--- src/rtl/pipe_ctrl_pkg.sv ---
// rtl/pipe_ctrl_pkg.sv - shared state encoding and select constants for the pipeline hazard controller
package pipe_ctrl_pkg;

  typedef enum logic [1:0] {
    RUN      = 2'd0,
    MEM_WAIT = 2'd1,
    ERROR    = 2'd2
  } pipe_state_t;

  localparam logic [1:0] FWD_RF  = 2'b00;
  localparam logic [1:0] FWD_WB  = 2'b01;
  localparam logic [1:0] FWD_MEM = 2'b10;

  localparam logic [1:0] RESULT_SRC_LOAD = 2'b01;

  // A producer in a later stage can feed an EX source register, but x0 never participates
  function automatic logic fwd_match(input logic wr_en, input logic [4:0] rd, input logic [4:0] rs);
    return wr_en && (rd != 5'd0) && (rd == rs);
  endfunction

endpackage

--- src/rtl/forward_unit.sv ---
// rtl/forward_unit.sv - combinational EX operand forward select, EX/MEM over MEM/WB
module forward_unit
  import pipe_ctrl_pkg::*;
(
  input  logic [4:0] rs1_EX,
  input  logic [4:0] rs2_EX,
  input  logic [4:0] rd_MEM,
  input  logic       RegWrite_MEM,
  input  logic [4:0] rd_WB,
  input  logic       RegWrite_WB,
  output logic [1:0] fwd_a,
  output logic [1:0] fwd_b
);

  // Youngest producer wins: the EX/MEM value is newer than the MEM/WB value
  always_comb begin
    fwd_a = FWD_RF;
    fwd_b = FWD_RF;
    if (fwd_match(RegWrite_MEM, rd_MEM, rs1_EX))     fwd_a = FWD_MEM;
    else if (fwd_match(RegWrite_WB, rd_WB, rs1_EX))  fwd_a = FWD_WB;
    if (fwd_match(RegWrite_MEM, rd_MEM, rs2_EX))     fwd_b = FWD_MEM;
    else if (fwd_match(RegWrite_WB, rd_WB, rs2_EX))  fwd_b = FWD_WB;
  end

endmodule

--- src/rtl/pipeline_hazard_ctrl.sv ---
// rtl/pipeline_hazard_ctrl.sv - stall/flush/forward control for the 5-stage pipeline (optional PIPE_CTRL_PERF_EN counters)
module pipeline_hazard_ctrl
  import pipe_ctrl_pkg::*;
#(
  parameter int MEM_TIMEOUT = 200,
  parameter int WAIT_W      = 8
) (
  input  logic        clk,
  input  logic        rst,
  input  logic [4:0]  rs1_ID,
  input  logic [4:0]  rs2_ID,
  input  logic [4:0]  rs1_EX,
  input  logic [4:0]  rs2_EX,
  input  logic [4:0]  rd_EX,
  input  logic        RegWrite_EX,
  input  logic [1:0]  ResultSrc_EX,
  input  logic        PCSrc_EX,
  input  logic [4:0]  rd_MEM,
  input  logic        RegWrite_MEM,
  input  logic [4:0]  rd_WB,
  input  logic        RegWrite_WB,
  input  logic        dmem_req,
  input  logic        dmem_ready,
  output logic        stall_IF,
  output logic        stall_ID,
  output logic        stall_EX,
  output logic        stall_MEM,
  output logic        flush_ID,
  output logic        flush_EX,
  output logic [1:0]  ForwardA_EX,
  output logic [1:0]  ForwardB_EX,
  output logic        mem_err
`ifdef PIPE_CTRL_PERF_EN
  ,
  output logic [31:0] stall_cycles,
  output logic [31:0] flush_events
`endif
);

  localparam logic [WAIT_W-1:0] TIMEOUT = WAIT_W'(MEM_TIMEOUT);

  pipe_state_t       state_q, state_d;
  logic [WAIT_W-1:0] wait_cnt, wait_cnt_d;
  logic              mem_err_q;
  logic              mem_stall;
  logic              load_use;
  logic [1:0]        fwd_a, fwd_b;

  // Once in ERROR the pipeline stays frozen regardless of the memory handshake
  assign mem_stall = (state_q == ERROR) ? 1'b1 : (dmem_req & ~dmem_ready);

  assign load_use = RegWrite_EX && (ResultSrc_EX == RESULT_SRC_LOAD) && (rd_EX != 5'd0) &&
                    ((rd_EX == rs1_ID) || (rd_EX == rs2_ID));

  // Pipeline controls: memory freeze beats branch squash beats load-use bubble
  always_comb begin
    stall_IF  = 1'b0;
    stall_ID  = 1'b0;
    stall_EX  = 1'b0;
    stall_MEM = 1'b0;
    flush_ID  = 1'b0;
    flush_EX  = 1'b0;
    if (!rst) begin
      if (mem_stall) begin
        stall_IF  = 1'b1;
        stall_ID  = 1'b1;
        stall_EX  = 1'b1;
        stall_MEM = 1'b1;
      end else if (PCSrc_EX) begin
        flush_ID = 1'b1;
        flush_EX = 1'b1;
      end else if (load_use) begin
        stall_IF = 1'b1;
        stall_ID = 1'b1;
        flush_EX = 1'b1;
      end
    end
  end

  // Memory wait sequencing and timeout detection
  always_comb begin
    state_d    = state_q;
    wait_cnt_d = wait_cnt;
    case (state_q)
      RUN: begin
        if (mem_stall) begin
          state_d    = MEM_WAIT;
          wait_cnt_d = WAIT_W'(1);
        end
      end
      MEM_WAIT: begin
        if (dmem_ready) begin
          state_d    = RUN;
          wait_cnt_d = '0;
        end else if (wait_cnt == TIMEOUT) begin
          state_d = ERROR;
        end else begin
          wait_cnt_d = wait_cnt + WAIT_W'(1);
        end
      end
      ERROR:   state_d = ERROR;
      default: state_d = RUN;
    endcase
  end

  // State, wait counter and sticky error flag
  always_ff @(posedge clk) begin
    if (rst) begin
      state_q   <= RUN;
      wait_cnt  <= '0;
      mem_err_q <= 1'b0;
    end else begin
      state_q   <= state_d;
      wait_cnt  <= wait_cnt_d;
      mem_err_q <= mem_err_q | (state_d == ERROR);
    end
  end

  assign mem_err = mem_err_q & ~rst;

  forward_unit u_forward_unit (
    .rs1_EX       (rs1_EX),
    .rs2_EX       (rs2_EX),
    .rd_MEM       (rd_MEM),
    .RegWrite_MEM (RegWrite_MEM),
    .rd_WB        (rd_WB),
    .RegWrite_WB  (RegWrite_WB),
    .fwd_a        (fwd_a),
    .fwd_b        (fwd_b)
  );

  assign ForwardA_EX = rst ? FWD_RF : fwd_a;
  assign ForwardB_EX = rst ? FWD_RF : fwd_b;

`ifdef PIPE_CTRL_PERF_EN
  logic [31:0] stall_cycles_q;
  logic [31:0] flush_events_q;

  // Saturating event counters for stalled fetch cycles and front-end flushes
  always_ff @(posedge clk) begin
    if (rst) begin
      stall_cycles_q <= '0;
      flush_events_q <= '0;
    end else begin
      if (stall_IF && (stall_cycles_q != 32'hFFFF_FFFF)) stall_cycles_q <= stall_cycles_q + 32'd1;
      if (flush_ID && (flush_events_q != 32'hFFFF_FFFF)) flush_events_q <= flush_events_q + 32'd1;
    end
  end

  assign stall_cycles = rst ? 32'd0 : stall_cycles_q;
  assign flush_events = rst ? 32'd0 : flush_events_q;
`endif

endmodule

--- config.mk ---
export PLATFORM = sky130hd
export DESIGN_NAME = pipeline_hazard_ctrl
export DESIGN_NICKNAME = d
export VERILOG_FILES = /design/src/rtl/pipe_ctrl_pkg.sv /design/src/rtl/forward_unit.sv /design/src/rtl/pipeline_hazard_ctrl.sv
export SDC_FILE = /design/constraint.sdc
export NUM_CORES = 1
export LEC_CHECK = 0
export BUFFER_PORTS_ARGS = -buffer_cell sky130_fd_sc_hd__buf_2
export CAP_MARGIN = 20
export CORE_AREA = 5 5 58 60
export DETAILED_ROUTE_END_ITERATION = 10
export DIE_AREA = 0 0 63 65
export PLACE_DENSITY = 0.75
export SYNTH_ARGS = -nofsm -noshare
export SYNTH_HDL_FRONTEND = slang
export SYNTH_SLANG_ARGS = --single-unit
--- constraint.sdc ---
create_clock -name clk -period 1.76 [get_ports clk]
set_input_delay 0.352 -clock clk [delete_from_list [all_inputs] [get_ports clk]]
set_output_delay 0.352 -clock clk [all_outputs]
set_load 0.01 [all_outputs]
## Word-level counts from Yosys, hierarchy flattened

Cells that the tools add are included.

| storage, ports and cells | value |
|---|---|
| flip-flop bits (word level) | 11 |
| output and inout port bits | 11 |
| logic and storage cells | 65 |

| cells by class | value |
|---|---|
| add/sub/neg operators | 1 |
| eq/ne operators | 13 |
| mux-type cells | 27 |
| bitwise gates (word level) | 5 |
| reduce and logical (&&, ||, !) cells | 16 |

Operator list:

| kind | count |
|---|---|
| $eq 5x5->1 | 6 |
| $mux 8 | 3 |
| $pmux 8 s2 | 1 |
| $mux 1 | 15 |
| $reduce_bool 5->1 | 3 |
| $mux 2 | 7 |
| $logic_and 1x1->1 | 9 |
| $add 8x1->8 const B | 1 |
| $eq 8x8->1 const B | 1 |
| $pmux 2 s3 | 1 |
| $eq 2x1->1 const B | 2 |
| $eq 2x2->1 const B | 2 |
| $ne 3x3->1 const B | 1 |
| $reduce_and 3->1 | 1 |
| $and 1x1->1 | 2 |
| $logic_not 2->1 | 1 |
| $ne 2x2->1 const B | 1 |
| $not 1->1 | 2 |
| $reduce_bool 2->1 | 1 |
| $logic_or 1x1->1 | 1 |
| $or 1x1->1 | 1 |

## Logic depth before layout (Yosys ltp)

| logic depth | value |
|---|---|
| depth after elaboration | 8 |
| mapped depth | 6 |
| mapped depth without buffers | 6 |

## By module

From an unflattened synthesis, not the netlist that was laid out.

| second synthesis, totals | value |
|---|---|
| cells, all modules | 130 |
| area total of the unflattened synthesis | 1064.8 um^2 |

By module, submodules not included:

| module | times used | cells an instance | area an instance (um^2) | seq. area each (um^2) |
|---|---|---|---|---|
| pipeline_hazard_ctrl | 1 | 96 | 807.0 | 220.2 |
| forward_unit | 1 | 34 | 257.7 | 0.0 |

## Least setup slack after synthesis

No wires, ideal clock.

| timing path | value |
|---|---|
| path kind | input-to-output |
| from | input port rd_MEM[1] |
| to | output port ForwardA_EX[0] |
| arrival | 1.500 ns |
| setup slack | -0.092 ns |
| stages on the path | 4 |
| path buffers | 0 |
| cell sequence | or4_1 > o21ai_2 > nor3_1 > nor4_2 |

| between the ends | value |
|---|---|
| cells in the longest elaborated chain, start to end | 5 |

RTL lines:

| item | line | text |
|---|---|---|
| start, declared | pipeline_hazard_ctrl.sv:18 | `input logic [4:0] rd_MEM,` |
| $reduce_bool 5->1 | pipe_ctrl_pkg.sv:18 | `return wr_en && (rd != 5'd0) && (rd == rs);` |
| $logic_and 1x1->1 | pipe_ctrl_pkg.sv:18 |  |
| $logic_and 1x1->1 * | pipe_ctrl_pkg.sv:18 |  |
| $mux 2 * | forward_unit.sv:19 | `if (fwd_match(RegWrite_MEM, rd_MEM, rs1_EX)) fwd_a = FWD_MEM;` |
| $mux 2 * | pipeline_hazard_ctrl.sv:132 | `assign ForwardA_EX = rst ? FWD_RF : fwd_a;` |
| end, declared | pipeline_hazard_ctrl.sv:30 | `output logic [1:0] ForwardA_EX,` |

Mark *: on every way between the ends. The rest lies on a longest branch, timed or not.

## Worst setup path in the final report

| timing path | value |
|---|---|
| from | input port rd_MEM[2] |
| to | output port ForwardA_EX[0] |

Same word-level chain as after synthesis.

==> flow_summary.json <==
{
  "synth_cell_type_count": 44,
  "globalplace.congestion": 0.807,
  "start_util": 0.384,
  "antenna_found_initial": 0,
  "max_freq_mhz": 479,
  "num_io_pins": 56,
  "yosysWarnings": 0,
  "critPathLaunchType": "primary input",
  "drive_gt1_frac": 0.481,
  "tightest_slew_ns": 0.548,
  "crit_path_start": "rd_MEM[2]",
  "multiInputGateArea_sq_um": 896,
  "cts_tree": "done",
  "ff2ff_path_depth": 5,
  "setup_viol": 7,
  "rrSetupSlack_ns": 0.13,
  "syn_area_sq_um": 1100,
  "fin_worst_skew_ns": 0.00544,
  "grt-ovfl-total": 0,
  "hold_class": "in2reg",
  "reg2reg_to": "wait_cnt[6]$_SDFFE_PP0P_",
  "yosys_register_bits": 11,
  "async_reset_ff_frac": 0,
  "fin_crit_sh": 1.19,
  "vias_per_cell": 5.09,
  "row_count": 20,
  "first_pass_iters": 4,
  "clk_root_buffer_cell": "clkbuf_4",
  "syn_to_final_growth_pct": 53.7,
  "clk_pin_slew_ns": 0.07,
  "timing_worst_setup_path_type": "in2out",
  "setup_slack_ns": -0.327,
  "rsz0062_at_grt": "true",
  "synth_top_flop_cell": "dfxtp_1",
  "grt_pass1_vias": 1234,
  "status": "finished with violations",
  "grt_pass1_wl_um": 4950,
  "wl_per_cell_um": 12.6,
  "synthXorXnorAreaFrac": 0.270,
  "yosysSeqAreaShare": 0.199,
  "syn_avg_cell_area_sq_um": 8.37,
  "routed_wl_um": 3060,
  "cts_num_sinks": 11,
  "clk_latency_ns": 0.27,
  "seq_area_sq_um": 221,
  "grt.total_usage": 0.145,
  "ir_worst_vdd_v": 0.000286,
  "die_h_um": 65,
  "required_ns": 1.41,
  "final_area_sq_um": 1700,
  "worstPathArrival_ns": 1.73,
  "cap_viol_max_count": 0,
  "grt_max_degree": 15,
  "ant_nets": 0,
  "slew_violations": 0,
  "hpwl_um": 2580,
  "relSlewSlack": 0.625,
  "cts_buffers": 3,
  "io_buffers": 55,
  "endpoint": "ForwardA_EX[0]",
  "r2r_start": "wait_cnt[0]$_SDFFE_PP0P_",
  "synth_compound_area_frac": 0.181,
  "fill_cells": 264,
  "min_period_ns": 2.09,
  "drtIter0Drc": 73,
  "yosys.area_share.simple": 0.274,
  "placed_area_sq_um": 1560,
  "drc": 0,
  "synth_enable_flop_cells": 0,
  "die_w_um": 63,
  "htree_levels": 1,
  "clock_path_buffers": 2,
  "num_vias": 1238,
  "synth_top_family_by_area": "simple AND/OR/NAND/NOR gates",
  "cellPowerDensity_nw_per_um2": 411,
  "power.total_uw": 698,
  "syn_inst": 132,
  "synth_mux_area_frac": 0.00906,
  "pre_cts_slack_ns": -0.318,
  "antenna_cells": 0,
  "syn_nets": 179,
  "cp_max_fo": 3,
  "synthAdderAreaFrac": 0.0227,
  "dieArea_sq_um": 4100,
  "hold_viol_final": 0,
  "p_leak_uw": 0.000717,
  "nets": 258,
  "crit_path_end_kind": "output port",
  "violations": "setup timing",
  "core_area_sq_um": 2880
}
==> stage by stage <==
| step | setup TNS (ns) | cells | hold slack (ns) | util |
|---|---|---|---|---|
| after global routing | -1.60 | 243 | 0.290 | 0.590 |
| after global placement | -1.16 | 236 | 0.493 | 0.541 |
| after CTS | -1.01 | 241 | 0.295 | 0.572 |
| after detailed placement | -1.19 | 236 | 0.497 | 0.541 |
| final | -1.20 | 243 | 0.290 | 0.590 |
| after floorplan | -0.0193 | 132 | 0.431 | - |
==> worst min-delay path by stage <==
stage	from	endpoint	slack, ns	depth (start not counted)
2_1_floorplan	dmem_ready	state_q[0]$_SDFF_PP0_	0.43	1
3_3_place_gp	mem_err_q$_SDFF_PP0_	mem_err_q$_SDFF_PP0_	0.49	2
6_report	dmem_ready	state_q[0]$_SDFF_PP0_	0.29	2
4_1_cts	dmem_ready	state_q[0]$_SDFF_PP0_	0.29	2
5_1_grt	dmem_ready	state_q[0]$_SDFF_PP0_	0.29	2
3_5_place_dp	mem_err_q$_SDFF_PP0_	mem_err_q$_SDFF_PP0_	0.50	2
==> placed cells by master, fill, tap and decap left out, types with 6 or more instances in the layout <==
| cell | n |
|---|---|
| xnor2_1 | 14 |
| a21oi_1 | 6 |
| buf_4 | 19 |
| buf_2 | 50 |
| nand3_1 | 6 |
| dfxtp_1 | 10 |
| xor2_1 | 20 |
| nor2_1 | 9 |
| buf_6 | 9 |
==> metal layers <==
layer / up-vias / track usage / wire length [um] / part of all wire
li1: 633 / - / - / -
met4: 0 / 0.0477 / 38 / 0.012
met5: - / 0 / 0 / 0
met1: 561 / 0.164 / 1230 / 0.40
met2: 39 / 0.278 / 1610 / 0.52
met3: 5 / 0.0173 / 190 / 0.062
==> power by group <==
part           internal [uW]  total [uW]  switching (uW)
registers                252         257            4.99
clock network           87.7         176            87.8
logic                    143         265             122
==> sequential cells by signal, indices dropped and copies added, names as in the netlist <==
register	count
state_q	2
mem_err_q	1
wait_cnt	8
==> cells by family (layout without fill, tap and decap cells) <==
family,Yosys count,count (layout)
AOI/OAI and AO/OA,26,26
xor gates and xnor gates,34,34
adders and majority gates,2,2
buffers and inverters,9,87
DFF,11,11
muxes,1,1
and+or+nand+nor,49,49
==> worst max-delay path: stages <==
cell     delay, ns
buf_6         0.09
or4_4         0.55
o21ai_4       0.19
nor3_2        0.06
nor4_2        0.30
buf_2         0.18
==> synth_stat cells, types with 2 or more instances <==
cell type | number | share of area
nor2b_1 | 2 | 0.011
nor2_1 | 10 | 0.034
o21ai_0 | 3 | 0.014
xor2_1 | 20 | 0.16
a21o_1 | 3 | 0.020
ha_1 | 2 | 0.023
xnor2_1 | 14 | 0.11
nor4_2 | 2 | 0.023
or4_1 | 5 | 0.034
nand2_1 | 5 | 0.017
nand3_1 | 6 | 0.027
buf_4 | 2 | 0.014
nor4_1 | 3 | 0.017
a211oi_1 | 3 | 0.020
nor3_1 | 4 | 0.018
dfxtp_1 | 11 | 0.20
a21oi_1 | 6 | 0.027
inv_1 | 5 | 0.017
==> layout make-up <==
type                       instances  area share
multi-input combinational        112       0.528
timing repair buffer              78       0.291
sequential                        11       0.130
tap                               33      0.0243
clock buffer                       4      0.0155
inverter                           5      0.0111
==> what timing repair did <==
action,4_1_cts,5_1_grt
buffers inserted,1,2
gates cloned,0,0
hold buffers,0,0
resized for setup,11,9
setup endpoints to repair,7,10
pin swaps,7,9
Note: power is estimated with default switching activity, not from simulation.
